File: config.mk
export PLATFORM = sky130hd
export DESIGN_NAME = reset_sequencer
export DESIGN_NICKNAME = d
export VERILOG_FILES = /design/src/rtl/reset_sequencer_pkg.sv /design/src/rtl/reset_sequencer_sync2.sv /design/src/rtl/reset_sequencer.sv
export SDC_FILE = /design/constraint.sdc
export NUM_CORES = 1
export LEC_CHECK = 0
export ABC_AREA = 1
export CAP_MARGIN = 10
export CELL_PAD_IN_SITES_DETAIL_PLACEMENT = 0
export CELL_PAD_IN_SITES_GLOBAL_PLACEMENT = 1
export CORE_ASPECT_RATIO = 0.9
export CORE_UTILIZATION = 34
export CTS_BUF_LIST = sky130_fd_sc_hd__clkbuf_16
export CTS_CLUSTER_DIAMETER = 120
export DETAILED_ROUTE_END_ITERATION = 12
export GPL_TIMING_DRIVEN = 0
export PLACE_DENSITY = 0.75
export SYNTH_ARGS = -nofsm -noshare
export SYNTH_HDL_FRONTEND = slang
export SYNTH_SLANG_ARGS = --single-unit
File: constraint.sdc
create_clock -name clk -period 3.7 [get_ports clk]
set_input_delay 0.37 -clock clk [delete_from_list [all_inputs] [get_ports clk]]
set_output_delay 0.37 -clock clk [all_outputs]
set_load 0.05 [all_outputs]
File: src/rtl/reset_sequencer_pkg.sv
`default_nettype none
// ============================================================================
// Module      : reset_sequencer_pkg
// Description : Shared types and constants for the staged reset sequencer:
//               FSM state encoding, register map and status bit layout.
// Revision    : 1.0 - initial release
// ============================================================================
package reset_sequencer_pkg;

  // Sequencer state, exposed as a 2-bit field in the status register
  typedef enum logic [1:0] {
    ST_ASSERT = 2'd0,
    ST_WAIT   = 2'd1,
    ST_RUN    = 2'd2
  } state_e;

  // Avalon word addresses
  localparam logic [2:0] ADDR_STATUS  = 3'd0;
  localparam logic [2:0] ADDR_CONTROL = 3'd1;
  localparam logic [2:0] ADDR_DELAY   = 3'd2;

  // Status register layout
  localparam int STAT_DONE      = 0;
  localparam int STAT_STATE_LSB = 1;
  localparam int STAT_STAGE_LSB = 3;
  localparam int STAT_CAUSE_POR = 8;
  localparam int STAT_CAUSE_PLL = 9;
  localparam int STAT_CAUSE_EXT = 10;
  localparam int STAT_CAUSE_SW  = 11;

  // Control register layout
  localparam int CTRL_SW_RESET  = 0;
  localparam int CTRL_CLR_CAUSE = 1;

  // Stage index width (supports up to 8 staged outputs)
  localparam int STAGE_W = 3;

endpackage : reset_sequencer_pkg
`default_nettype wire

File: src/rtl/reset_sequencer_sync2.sv
`default_nettype none
// ============================================================================
// Module      : sync2
// Description : Two-flop synchroniser for an asynchronous level input, with
//               a selectable value loaded by the asynchronous reset.
// Revision    : 1.0 - initial release
// ============================================================================
module sync2 #(
  parameter logic RESET_VAL = 1'b1
) (
  input  logic clk,
  input  logic rst,
  input  logic d_i,
  output logic q_o
);

  logic r_meta_q;
  logic r_sync_q;

  // Two-stage capture of the asynchronous input into the clk domain
  always_ff @(posedge clk or posedge rst) begin
    if (rst) begin
      r_meta_q <= RESET_VAL;
      r_sync_q <= RESET_VAL;
    end else begin
      r_meta_q <= d_i;
      r_sync_q <= r_meta_q;
    end
  end

  assign q_o = r_sync_q;

endmodule : sync2
`default_nettype wire

File: src/rtl/reset_sequencer.sv
`default_nettype none
// ============================================================================
// Module      : reset_sequencer
// Description : Staged reset controller. Holds all reset outputs asserted
//               while a PLL, external or software request is active, then
//               releases them one by one with programmable spacing. Avalon-MM
//               slave exposes reset cause, spacing and a software reset.
// Revision    : 1.0 - initial release
// ============================================================================
module reset_sequencer
  import reset_sequencer_pkg::*;
#(
  parameter int NUM_OUT       = 4,
  parameter int DELAY_W       = 8,
  parameter int DEFAULT_DELAY = 16
) (
  input  logic               clk,
  input  logic               reset,
  input  logic               pll_resetrequest,
  input  logic               ext_reset_req,
  input  logic [2:0]         address,
  input  logic               chipselect,
  input  logic               read,
  input  logic               write,
  input  logic [15:0]        writedata,
  output logic [15:0]        readdata,
  output logic [NUM_OUT-1:0] rst_out_n,
  output logic               done
);

  state_e               state_q, state_d;
  logic [STAGE_W-1:0]   stage_q, stage_d;
  logic [DELAY_W-1:0]   cnt_q, cnt_d;
  logic [NUM_OUT-1:0]   rst_out_n_q, rst_out_n_d;
  logic [DELAY_W-1:0]   delay_q;
  logic                 sw_pulse_q;
  logic [1:0]           arm_q;
  logic                 cause_por_q, cause_pll_q, cause_ext_q, cause_sw_q;

  logic                 w_pll_sync;
  logic                 w_ext_sync;
  logic                 w_req;
  logic                 w_wr_ctrl;
  logic                 w_wr_delay;
  logic                 w_clr_cause;
  logic [DELAY_W-1:0]   w_d_m1;
  logic                 w_unused;

  sync2 #(.RESET_VAL(1'b1)) u_sync_pll (
    .clk (clk),
    .rst (reset),
    .d_i (pll_resetrequest),
    .q_o (w_pll_sync)
  );

  sync2 #(.RESET_VAL(1'b1)) u_sync_ext (
    .clk (clk),
    .rst (reset),
    .d_i (ext_reset_req),
    .q_o (w_ext_sync)
  );

  assign w_req       = w_pll_sync | w_ext_sync | sw_pulse_q;
  assign w_wr_ctrl   = chipselect & write & (address == ADDR_CONTROL);
  assign w_wr_delay  = chipselect & write & (address == ADDR_DELAY);
  assign w_clr_cause = w_wr_ctrl & writedata[CTRL_CLR_CAUSE];
  // A programmed delay of 0 behaves as 1; the counter compares against D-1
  assign w_d_m1      = (delay_q == '0) ? '0 : (delay_q - DELAY_W'(1));
  // Reads have no side effects, so the strobe is intentionally ignored
  assign w_unused    = ^{read, writedata};

  // FSM, stage index, spacing counter and staged outputs
  always_ff @(posedge clk or posedge reset) begin
    if (reset) begin
      state_q     <= ST_ASSERT;
      stage_q     <= '0;
      cnt_q       <= '0;
      rst_out_n_q <= '0;
    end else begin
      state_q     <= state_d;
      stage_q     <= stage_d;
      cnt_q       <= cnt_d;
      rst_out_n_q <= rst_out_n_d;
    end
  end

  // Next-state: any request wins; otherwise release one stage every D cycles
  always_comb begin
    state_d     = state_q;
    stage_d     = stage_q;
    cnt_d       = cnt_q;
    rst_out_n_d = rst_out_n_q;
    if (w_req) begin
      state_d     = ST_ASSERT;
      stage_d     = '0;
      cnt_d       = '0;
      rst_out_n_d = '0;
    end else begin
      case (state_q)
        ST_ASSERT: begin
          state_d     = ST_WAIT;
          stage_d     = '0;
          cnt_d       = '0;
          rst_out_n_d = '0;
        end
        ST_WAIT: begin
          if (cnt_q == w_d_m1) begin
            cnt_d = '0;
            for (int i = 0; i < NUM_OUT; i++) begin
              if (stage_q == STAGE_W'(i)) rst_out_n_d[i] = 1'b1;
            end
            if (stage_q == STAGE_W'(NUM_OUT - 1)) begin
              // Stage field reads 0 once the whole sequence has completed
              state_d = ST_RUN;
              stage_d = '0;
            end else begin
              stage_d = stage_q + STAGE_W'(1);
            end
          end else begin
            // Free-running wrap if the delay was shortened below cnt mid-stage
            cnt_d = cnt_q + DELAY_W'(1);
          end
        end
        ST_RUN: begin
          rst_out_n_d = '1;
        end
        default: begin
          state_d     = ST_ASSERT;
          stage_d     = '0;
          cnt_d       = '0;
          rst_out_n_d = '0;
        end
      endcase
    end
  end

  // Avalon registers, software reset pulse and sticky cause bits
  always_ff @(posedge clk or posedge reset) begin
    if (reset) begin
      delay_q     <= DELAY_W'(DEFAULT_DELAY);
      sw_pulse_q  <= 1'b0;
      arm_q       <= 2'b00;
      cause_por_q <= 1'b1;
      cause_pll_q <= 1'b0;
      cause_ext_q <= 1'b0;
      cause_sw_q  <= 1'b0;
    end else begin
      if (w_wr_delay) delay_q <= writedata[DELAY_W-1:0];
      sw_pulse_q  <= w_wr_ctrl & writedata[CTRL_SW_RESET];
      // Synchronisers still carry their reset value for two cycles after
      // reset; that flush is not a real request and must not log a cause
      arm_q       <= {arm_q[0], 1'b1};
      cause_por_q <= cause_por_q & ~w_clr_cause;
      cause_pll_q <= (cause_pll_q & ~w_clr_cause) | (arm_q[1] & w_pll_sync);
      cause_ext_q <= (cause_ext_q & ~w_clr_cause) | (arm_q[1] & w_ext_sync);
      cause_sw_q  <= (cause_sw_q  & ~w_clr_cause) | sw_pulse_q;
    end
  end

  // Zero-wait-state read mux
  always_comb begin
    readdata = '0;
    case (address)
      ADDR_STATUS: begin
        readdata[STAT_DONE]                  = done;
        readdata[STAT_STATE_LSB +: 2]        = state_q;
        readdata[STAT_STAGE_LSB +: STAGE_W]  = stage_q;
        readdata[STAT_CAUSE_POR]             = cause_por_q;
        readdata[STAT_CAUSE_PLL]             = cause_pll_q;
        readdata[STAT_CAUSE_EXT]             = cause_ext_q;
        readdata[STAT_CAUSE_SW]              = cause_sw_q;
      end
      ADDR_DELAY: begin
        readdata[DELAY_W-1:0] = delay_q;
      end
      default: begin
        readdata = '0;
      end
    endcase
  end

  assign rst_out_n = rst_out_n_q;
  assign done      = (state_q == ST_RUN);

endmodule : reset_sequencer
`default_nettype wire

# ---- Word-level counts from Yosys, hierarchy flattened
# Index checks and enable logic that the tools add are counted.
dict set report totals {
  reg_bits 36
  input_bits 26
  output_inout_bits 21
  elab_cells 84
}
dict set report classes {
  add_sub_neg 3
  eq_ne 14
  n_mux 22
  n_bitwise 17
  reduce_logical 10
}
# op count
set op_table {}
lappend op_table {{8-bit two-way mux} 3}
lappend op_table {{8-bit case mux with 2 select lines} 1}
lappend op_table {{3-bit inequality test (second input constant)} 5}
lappend op_table {{4-bit two-way mux} 3}
lappend op_table {{6-bit case mux with 2 select lines} 1}
lappend op_table {{1-bit AND} 11}
lappend op_table {{2-bit AND reduction} 5}
lappend op_table {{3-bit by 2-bit equality test with 1-bit output (second input constant)} 3}
lappend op_table {{3-bit two-way mux} 3}
lappend op_table {{8-bit by 1-bit adder with 8-bit output (second input constant)} 1}
lappend op_table {{8-bit equality test} 1}
lappend op_table {{8-bit zero test} 1}
lappend op_table {{2-bit two-way mux} 4}
lappend op_table {{4-bit case mux with 2 select lines} 1}
lappend op_table {{8-bit by 1-bit subtractor with 8-bit output (second input constant)} 1}
lappend op_table {{3-bit by 1-bit equality test with 1-bit output (second input constant)} 2}
lappend op_table {{3-bit zero test} 2}
lappend op_table {{2-bit case mux with 3 select lines} 1}
lappend op_table {{3-bit case mux with 2 select lines} 1}
lappend op_table {{1-bit bitwise OR} 5}
lappend op_table {{1-bit two-way mux} 4}
lappend op_table {{3-bit by 1-bit adder with 3-bit output (second input constant)} 1}
lappend op_table {{3-bit AND reduction} 1}
lappend op_table {{2-bit by 1-bit equality test with 1-bit output (second input constant)} 1}
lappend op_table {{4 further kinds} 4}

# ---- Depth between registers and ports, before layout
# Gate-level depths: netlist of the first run.
dict set report depth {
  ltp_word 6
  depth_mapped 16
  ltp_nobuf 15
}

# ---- Hierarchy
# A second synthesis of the first run with hierarchy kept.
dict set report hier_totals {
  hier_cells 279
  area_unflattened_um2 2140.8
}
# module n_inst cells_each area_each_um2 seq_area_each_um2
set modules_own_cells {}
lappend modules_own_cells {reset_sequencer 1 273 2028.2 803.3}
lappend modules_own_cells {sync2 2 3 56.3 52.6}

# ---- Worst setup path before layout of the first run
# No wires, ideal clock.
dict set report synth_timing {
  path_kind {input to output}
  startpoint {input address[2]}
  endpoint {output readdata[0]}
  arrival_ns 1.843
  path_slack_ns 1.487
  cell_stages 3
  n_path_buf 0
  path_cell_list {nor2_1 > nand2_1 > o21ai_0}
}
dict set report synth_between {
  elab_chain_cells 2
  elab_cells_between_ends 3
  classes_between {eq/ne: 1; mux: 1; reduce/logical: 1}
}
# element line_no
set synth_rtl {}
lappend synth_rtl {{start, declared} reset_sequencer.sv:21} ;# input logic [2:0] address,
lappend synth_rtl {{3-bit by 2-bit equality test with 1-bit output or 3-bit zero test (tied branches)} reset_sequencer.sv:163} ;# case (address)
lappend synth_rtl {{6-bit case mux with 2 select lines (*)} reset_sequencer.sv:163}
lappend synth_rtl {{end, declared} reset_sequencer.sv:26} ;# output logic [15:0] readdata,
# Mark *: on every way between the ends. The rest lies on a longest branch, timed or not.

# ---- Final worst setup path of the first run
dict set report layout_timing {
  startpoint {input address[2]}
  endpoint {output readdata[1]}
}
# Same word-level chain as after synthesis.

==> results of run 1 <==
==> final cells by class <==
cell class                      instances  share of cell area, %
Timing Repair Buffer                   33                  12.28
Clock inverter                          3                 0.4188
Buffer                                  8                  2.420
Sequential cell                        36                  33.78
Clock buffer                            5                  4.653
Inverter                               41                  5.724
Tap cell                               70                  3.257
Multi-Input combinational cell        188                  37.46
==> registers in the layout, summed over array words and instances (netlist names) <==
signal / flops
sw_pulse_q: 1
cause_por_q: 1
cause_sw_q: 1
u_sync_ext.q_o: 1
state_q: 2
cause_ext_q: 1
u_sync_pll.q_o: 1
arm_q: 2
cause_pll_q: 1
delay_q: 8
u_sync_pll.r_meta_q: 1
stage_q: 3
u_sync_ext.r_meta_q: 1
rst_out_n: 4
cnt_q: 8
==> critical path, cell delays in order <==
cell and delay (ns):
clkdlybuf4s50_1 0.43, nor2_1 0.24, nand2_1 0.26, o22ai_1 0.28, clkdlybuf4s50_1 0.84
==> power by group through the flow <==
| stage | clock network [mW] | registers (mW) | logic (mW) |
|---|---|---|---|
| floorplan | 0 | 0.458 | 0.176 |
| global placement | 0 | 0.458 | 0.249 |
| detailed placement | 0 | 0.458 | 0.252 |
| CTS | 0.402 | 0.452 | 0.254 |
| global route | 0.419 | 0.455 | 0.280 |
| finish | 0.390 | 0.452 | 0.252 |
==> metal layers <==
| metal | vias up | global-route usage (%) | share of wire (%) |
|---|---|---|---|
| met5 | - | 0 | 0 |
| met4 | 0 | 4.500 | 1.2 |
| met3 | 7 | 3.552 | 3.6 |
| met2 | 33 | 24.68 | 46 |
| met1 | 828 | 21.82 | 50 |
| li1 | 937 | - | - |
==> placed cells by master (no fill, tap or decap), drive strengths merged <==
| cell | instances |
|---|---|
| nand2 | 62 |
| inv | 42 |
| clkdlybuf4s50 | 33 |
| dfrtp | 30 |
| nor2 | 30 |
| nand3 | 18 |
| o21ai | 16 |
| a21oi | 13 |
| nand4 | 12 |
| ha | 11 |
| xor2 | 7 |
| buf | 7 |
| o22ai | 6 |
| dfstp | 6 |
| clkbuf | 6 |
| nor3 | 5 |
| conb | 5 |
| o21bai | 3 |
| clkinv | 2 |
==> final timing paths <==
| path | cells after the start | end | slack [ns] |
|---|---|---|---|
| max reg2reg | 13 | state_q[0] | 1.56 |
| min in group asynchronous | 2 | stage_q[1] | 0.54 |
| max in group asynchronous | 2 | delay_q[5] | 2.70 |
| min reg2reg | 0 | arm_q[1] | 0.35 |
| max | 5 | readdata[1] | 0.91 |
| min | 0 | arm_q[1] | 0.35 |
==> stage by stage <==
| step | hold slack, ns | setup WS [ns] | instances | utilization [%] | power, mW |
|---|---|---|---|---|---|
| after floorplan | 0.3312 | 1.487 | 273 | - | 0.6348 |
| after global placement | 0.3381 | 0.9406 | 376 | 43.59 | 0.7071 |
| after detailed placement | 0.3420 | 0.9334 | 376 | 43.59 | 0.7105 |
| after CTS | 0.3538 | 0.9195 | 384 | 45.92 | 1.107 |
| after global routing | 0.3574 | 0.7338 | 384 | 45.92 | 1.154 |
| final | 0.3505 | 0.9112 | 384 | 45.92 | 1.094 |
==> kinds of logic after synthesis <==
| logic type | count (synthesis) | share of synthesized area [%] |
|---|---|---|
| AND/OR/NAND/NOR | 127 | 27.52 |
| XOR/XNOR | 7 | 2.888 |
| flip-flops | 36 | 42.78 |
| buffers and inverters | 49 | 10.31 |
| AO/OA/AOI/OAI | 38 | 9.664 |
| adder cells (fa/ha/maj) | 11 | 6.482 |
| other | 2 | 0.3537 |
==> flow_metrics.env, run 1 <==
export IMPL_yosysWarnings=0
export IMPL_regArea_um2=908.4
export IMPL_cts_root_buffer="clkbuf_16"
export IMPL_synth_ff_type="dfrtp_1"
export IMPL_hold_start="arm_q[0]"
export IMPL_crit_fanout=9
export IMPL_start_util_pct=36.26
export IMPL_fillers=606
export IMPL_vdd_drop_max_mv=0.2080
export IMPL_switching_power_mw=0.3348
export IMPL_die_w_um=85.30
export IMPL_comb_power_share_pct=23.1
export IMPL_rsz0062_at_grt="no"
export IMPL_vias=1805
export IMPL_synth_edf_count=0
export IMPL_syn_cell_area_um2=2123
export IMPL_grt_pass1_wl_um=8038
export IMPL_status="completed"
export IMPL_firstDrtPassIters=4
export IMPL_synth_seq_area_share_pct=42.78
export IMPL_synth_seq_cells=36
export IMPL_clk_pin_slew_ns=0.05
export IMPL_grt_usage_pct=15.77
export IMPL_relSlewSlack_pct=45.14
export IMPL_vias_per_cell=4.701
export IMPL_dp_hpwl_um=3693
export IMPL_yosysMostFrequentCell="nand2_1"
export IMPL_setup_tns_ns=0
export IMPL_clockBufferDepth=2
export IMPL_die_h_um=76.97
export IMPL_synthCells=270
export IMPL_grt_max_degree=37
export IMPL_antenna_found_initial=0
export IMPL_design_area_um2=2689
export IMPL_cts_inserted_buffers=5
export IMPL_globalplace_congestion=0.7668
export IMPL_syn_avg_cell_area_um2=7.864
export IMPL_p_leak_nw=1.305
export IMPL_core_um2=5856
export IMPL_dieArea_um2=6566
export IMPL_arrival_ns=2.42
export IMPL_cts_sinks=36
export IMPL_clockPowerShare_pct=35.6
export IMPL_drive_above_1_share_pct=9.236
export IMPL_yosys_top_cells_area="dfrtp_1, nand2_1, dfstp_2"
export IMPL_critPathLaunch="address[2]"
export IMPL_async_reset_ff_share_pct=100.0
export IMPL_period_share_pct=75.37
export IMPL_port_buffers=33
export IMPL_tightest_slew_ns=0.8167
export IMPL_nets=350
export IMPL_wire_per_inst_um=12.23
export IMPL_h_tree_depth=2
export IMPL_drt_wl_total_um=4696
export IMPL_cts_resized=0
export IMPL_skew_ns=0.005486
export IMPL_antenna_cells=0
export IMPL_crit_required_ns=3.33
export IMPL_area_growth_pct=26.64
export IMPL_ctsHoldBuffers=0
export IMPL_drc=0
export IMPL_layout_min_cycle_time_ns=2.789
export IMPL_setup_viol=0
export IMPL_post_cts_buffers=0
export IMPL_max_cap_violations=0
export IMPL_yosys_area_top_type="dfrtp_1"
export IMPL_num_rows=26
export IMPL_ant_nets=0
export IMPL_netSwitchingFraction_pct=30.61
export IMPL_cts_tree="yes"
export IMPL_finalMaxSlewViolations=0
export IMPL_powerDensity_nw_per_um2=406.8
export IMPL_internal_power_mw=0.7589
export IMPL_startpoint_type="primary input"
export IMPL_finalHoldViolCount=0
export IMPL_pin_count=47
export IMPL_first_global_vias=1705
export IMPL_overflow=0
export IMPL_drt_iter0_markers=69
export IMPL_placed_cell_area_um2=2552
export IMPL_synthTopCellsByCount="nand2_1, inv_1, dfrtp_1"
export IMPL_rr_startpoint="delay_q[0]"
export IMPL_max_freq_mhz=358.6
export IMPL_power_frac_seq_pct=41.3
export IMPL_multi_input_area_um2=1007
export IMPL_ys_types=28
export IMPL_synth_top_cell_area_share_pct=35.36
export IMPL_critPathKind="in -> out"
export IMPL_clock_latency_ns=0.28
export IMPL_worstSetupEndpointType="output port"
export IMPL_hold_path_class="reg -> reg"
Power figures use the tool's default switching activity.
==> run 2: changes to the inputs <==
- clock period: 3.7 -> 2.58 ns (I/O delays scaled with it)
==> flow_metrics.env, run 2 (synthesis gave the netlist of run 1 again) <==
export IMPL_cp_endpoint="readdata[6]"
export IMPL_finalMaxSlewViolations=0
export IMPL_crit_required_ns=2.32
export IMPL_clk_pin_slew_ns=0.05
export IMPL_ctsHoldBuffers=0
export IMPL_area_growth_pct=27.34
export IMPL_clock_latency_ns=0.28
export IMPL_relSlewSlack_pct=46.41
export IMPL_rsz0062_at_grt="no"
export IMPL_arrival_ns=2.14
export IMPL_powerDensity_nw_per_um2=580.0
export IMPL_firstDrtPassIters=5
export IMPL_cts_tree="yes"
export IMPL_start_util_pct=36.26
export IMPL_overflow=0
export IMPL_dieArea_um2=6566
export IMPL_tightest_slew_ns=0.7977
export IMPL_final_common_cell="nand2_1"
export IMPL_vias=1824
export IMPL_die_w_um=85.30
export IMPL_worstSetupEndpointType="output port"
export IMPL_antenna_found_initial=0
export IMPL_cts_inserted_buffers=5
export IMPL_rr_startpoint="delay_q[0]"
export IMPL_first_global_vias=1705
export IMPL_num_rows=26
export IMPL_vdd_drop_max_mv=0.2965
export IMPL_max_cap_violations=0
export IMPL_finalHoldViolCount=0
export IMPL_nets=350
export IMPL_grt_usage_pct=15.77
export IMPL_vias_per_cell=4.750
export IMPL_skew_ns=0.005473
export IMPL_max_freq_mhz=416.7
export IMPL_antenna_cells=0
export IMPL_r2r_cells=13
export IMPL_ant_nets=0
export IMPL_grt_pass1_wl_um=8038
export IMPL_wire_per_inst_um=12.42
export IMPL_h_tree_depth=2
export IMPL_hold_path_class="reg -> reg"
export IMPL_period_share_pct=93.01
export IMPL_timing_rr_end="state_q[0]"
export IMPL_crit_fanout=8
export IMPL_port_buffers=33
export IMPL_setup_viol=0
export IMPL_pin_count=47
export IMPL_cts_resized=0
export IMPL_post_cts_buffers=0
export IMPL_cts_sinks=36
export IMPL_globalplace_congestion=0.7668
export IMPL_r2r_setup_slack_ns=0.43
export IMPL_drc=0
export IMPL_core_um2=5856
export IMPL_layout_min_cycle_time_ns=2.400
export IMPL_clockBufferDepth=2
export IMPL_mostFrequentLayoutCells="nand2_1, inv_1, dfrtp_1, nor2_1, clkdlybuf4s50_1"
export IMPL_fin_hold_ws_ns=0.3505
export IMPL_p_leak_nw=1.407
export IMPL_die_h_um=76.97
export IMPL_status="completed"
export IMPL_startpoint_type="primary input"
export IMPL_critPathLaunch="address[2]"
export IMPL_setup_tns_ns=0
export IMPL_p_total_mw=1.568
export IMPL_drt_iter0_markers=65
export IMPL_dp_hpwl_um=3693
export IMPL_cts_root_buffer="clkbuf_16"
export IMPL_grt_max_degree=37
export IMPL_critPathKind="in -> out"
export IMPL_drt_wl_total_um=4768
export IMPL_drive_above_1_share_pct=9.236
-- run 2: cell count changes in the layout (fill, tap and decap cells not counted), sizes merged --
cell,previous run,this run
clkdlybuf4s50,33,27
dlymetal6s2s,0,6
-- run 2: where the power goes --
group          internal [mW]  total [mW]  switching (mW)
registers              0.612       0.648          0.0352
logic                  0.129       0.361           0.232
clock network          0.347       0.560           0.213
-- run 2: how the worst min path moves through the flow --
stage                              from  cells after the start                   to
finish                         arm_q[0]                      0             arm_q[1]
global route        u_sync_ext.r_meta_q                      0       u_sync_ext.q_o
CTS                            arm_q[0]                      0             arm_q[1]
detailed placement             arm_q[0]                      0             arm_q[1]
global placement               arm_q[0]                      0             arm_q[1]
floorplan                 ext_reset_req                      0  u_sync_ext.r_meta_q
-- run 2: area by class of cell --
type | count | area (um2)
clock inverter | 3 | 11.26
inverter | 41 | 153.9
clock buffer | 5 | 125.1
multi-input combinational | 188 | 1007
tap | 70 | 87.58
sequential | 36 | 908.4
buffer | 8 | 65.06
fill | 608 | 3152
timing repair buffer | 33 | 345.3
-- run 2: metal layers --
| metal | share of wire [%] | global-route usage [%] | routed length [um] | vias up |
|---|---|---|---|---|
| met5 | 0 | 0 | 0 | - |
| met4 | 1.2 | 4.500 | 55 | 0 |
| met3 | 3.9 | 3.552 | 186 | 7 |
| met2 | 46 | 24.68 | 2201 | 33 |
| met1 | 49 | 21.82 | 2324 | 844 |
| li1 | - | - | - | 940 |
-- run 2: metrics by stage --
step	cell area (um2)	cells	utilization [%]	setup WS (ns)
3_5_place_dp	2552	376	43.59	0.03743
2_1_floorplan	2135	273	-	0.5909
6_report	2704	384	46.18	0.1803
4_1_cts	2689	384	45.92	0.02350
5_1_grt	2704	384	46.18	0.03569
3_3_place_gp	2552	376	43.59	0.04456
-- run 2: critical path, cell delays in order --
cell	delay, ns
clkdlybuf4s50_1	0.43
nor2_1	0.24
nand2_1	0.26
nor2_1	0.15
clkdlybuf4s50_1	0.81
==> run 3: changes to the inputs <==
- CORE_UTILIZATION: 34 -> 33
- PLACE_DENSITY: 0.75 -> unset
- PLACE_DENSITY_LB_ADDON: unset -> 0.1
- clock period: 2.58 -> 2.15 ns (I/O delays scaled with it)
==> flow_metrics.env, run 3 (synthesis gave the netlist of run 1 again) <==
export IMPL_placed_cell_area_um2=2574
export IMPL_setup_viol=0
export IMPL_firstDrtPassIters=4
export IMPL_fin_hold_ws_ns=0.3401
export IMPL_nets=361
export IMPL_clk_pin_slew_ns=0.06
export IMPL_switching_power_mw=0.6423
export IMPL_hold_path_class="in -> reg"
export IMPL_critPathKind="reg -> reg"
export IMPL_grt_pass1_wl_um=8638
export IMPL_power_frac_seq_pct=33.3
export IMPL_overflow=0
export IMPL_finalHoldViolCount=0
export IMPL_vdd_drop_max_mv=0.4172
export IMPL_design_area_um2=2930
export IMPL_clockPowerShare_pct=45.4
export IMPL_worstSetupEndpointType="flop"
export IMPL_period_share_pct=97.14
export IMPL_cts_sinks=36
export IMPL_dp_hpwl_um=3851
export IMPL_skew_ns=0.004420
export IMPL_mostFrequentLayoutCells="nand2_1, inv_1, dfrtp_1, nor2_1, clkdlybuf4s50_1"
export IMPL_crit_required_ns=2.32
export IMPL_hold_depth=1
export IMPL_setup_tns_ns=0
export IMPL_drt_wl_total_um=5292
export IMPL_final_common_cell="nand2_1"
export IMPL_die_w_um=86.55
export IMPL_holdPathEnd="u_sync_pll.r_meta_q"
export IMPL_internal_power_mw=1.708
export IMPL_core_um2=6148
export IMPL_hold_start="pll_resetrequest"
export IMPL_start_util_pct=34.53
export IMPL_comb_power_share_pct=21.2
export IMPL_cts_root_buffer="clkbuf_16"
export IMPL_pin_count=47
export IMPL_die_h_um=78.10
export IMPL_max_cap_violations=0
export IMPL_num_rows=27
export IMPL_startpoint_type="flop"
export IMPL_p_total_mw=2.350
export IMPL_rsz0062_at_grt="yes"
export IMPL_r2r_setup_slack_ns=0.06
export IMPL_status="completed"
export IMPL_grt_usage_pct=16.78
export IMPL_ant_nets=0
export IMPL_globalplace_congestion=0.7584
export IMPL_antenna_found_initial=0
export IMPL_wire_per_inst_um=12.84
export IMPL_area_growth_pct=38.01
export IMPL_antenna_cells=0
export IMPL_clockBufferDepth=2
export IMPL_p_leak_nw=1.445
export IMPL_layout_min_cycle_time_ns=2.089
export IMPL_vias=1879
export IMPL_drt_iter0_markers=54
export IMPL_h_tree_depth=2
export IMPL_vias_per_cell=4.561
export IMPL_first_global_vias=1845
export IMPL_timing_rr_end="state_q[0]"
export IMPL_pre_cts_ws_ns=-0.2863
export IMPL_dp_cells=393
export IMPL_powerDensity_nw_per_um2=802.1
export IMPL_drc=0
export IMPL_max_freq_mhz=478.8
export IMPL_dieArea_um2=6759
export IMPL_rr_startpoint="delay_q[0]"
export IMPL_final_cells=412
export IMPL_arrival_ns=2.26
export IMPL_drive_above_1_share_pct=19.69
export IMPL_ctsHoldBuffers=0
export IMPL_cts_tree="yes"
export IMPL_final_core_util_pct=47.66
export IMPL_relSlewSlack_pct=48.81
export IMPL_grt_max_degree=37
export IMPL_setup_ws_ns=0.06140
export IMPL_r2r_cells=15
export IMPL_port_buffers=33
export IMPL_tightest_slew_ns=0.7667
export IMPL_finalMaxSlewViolations=0
export IMPL_crit_fanout=7
export IMPL_cts_inserted_buffers=5
export IMPL_clock_latency_ns=0.28
export IMPL_netSwitchingFraction_pct=27.33
==> run 3: final cells by class <==
class / count / area (um2)
inverter: 41 / 153.9
clock buffer: 5 / 125.1
tap: 87 / 108.9
clock inverter: 3 / 90.09
multi-input combinational: 188 / 1066
buffer: 8 / 68.82
sequential: 36 / 908.4
fill: 646 / 3218
timing repair buffer: 44 / 409.1
==> run 3: worst max-delay path by stage <==
stage | startpoint | to | slack (ns) | depth (start not counted)
detailed placement | address[2] | readdata[0] | -0.29 | 5
floorplan | address[2] | readdata[0] | 0.25 | 3
CTS | address[2] | readdata[0] | 0.02 | 5
global route | delay_q[1] | state_q[0] | -0.07 | 15
global placement | address[2] | readdata[1] | -0.29 | 5
finish | delay_q[0] | state_q[0] | 0.06 | 15
==> run 3: metal layers <==
layer / wire length (um) / share of wire, % / vias to the layer above / GRT usage, %
met1: 2525 / 48 / 871 / 21.47
li1: - / - / 968 / -
met5: 0 / 0 / - / 0
met4: 47 / 0.89 / 0 / 5.000
met3: 185 / 3.5 / 5 / 3.891
met2: 2533 / 48 / 35 / 28.17
==> run 3: power groups by stage <==
| stage | Sequential (mW) | Clock [mW] | Combinational [mW] |
|---|---|---|---|
| floorplan | 0.789 | 0 | 0.303 |
| global route | 0.789 | 1.12 | 0.557 |
| detailed placement | 0.789 | 0 | 0.436 |
| global placement | 0.789 | 0 | 0.433 |
| CTS | 0.778 | 1.09 | 0.432 |
| finish | 0.783 | 1.07 | 0.499 |
==> run 3: repair_timing <==
item / in CTS / in global routing
cloned: 0 / 2
endpoints found under the setup margin: 18 / 22
setup buffers: 0 / 9
pin swaps: 0 / 8
resized for setup: 14 / 31
==> run 3: critical path, cell delays in order, from the launching register on <==
cell and delay (ns):
dfrtp_1 0.42, inv_2 0.12, buf_4 0.12, buf_4 0.11
nand2_1 0.07, o21bai_1 0.22, nand3_1 0.10, nand2_1 0.07
nand2_1 0.06, nor2_2 0.11, nand3_2 0.12, nand2_4 0.16
buf_8 0.13, nand3_4 0.06, nand2_1 0.06, nand2_1 0.04
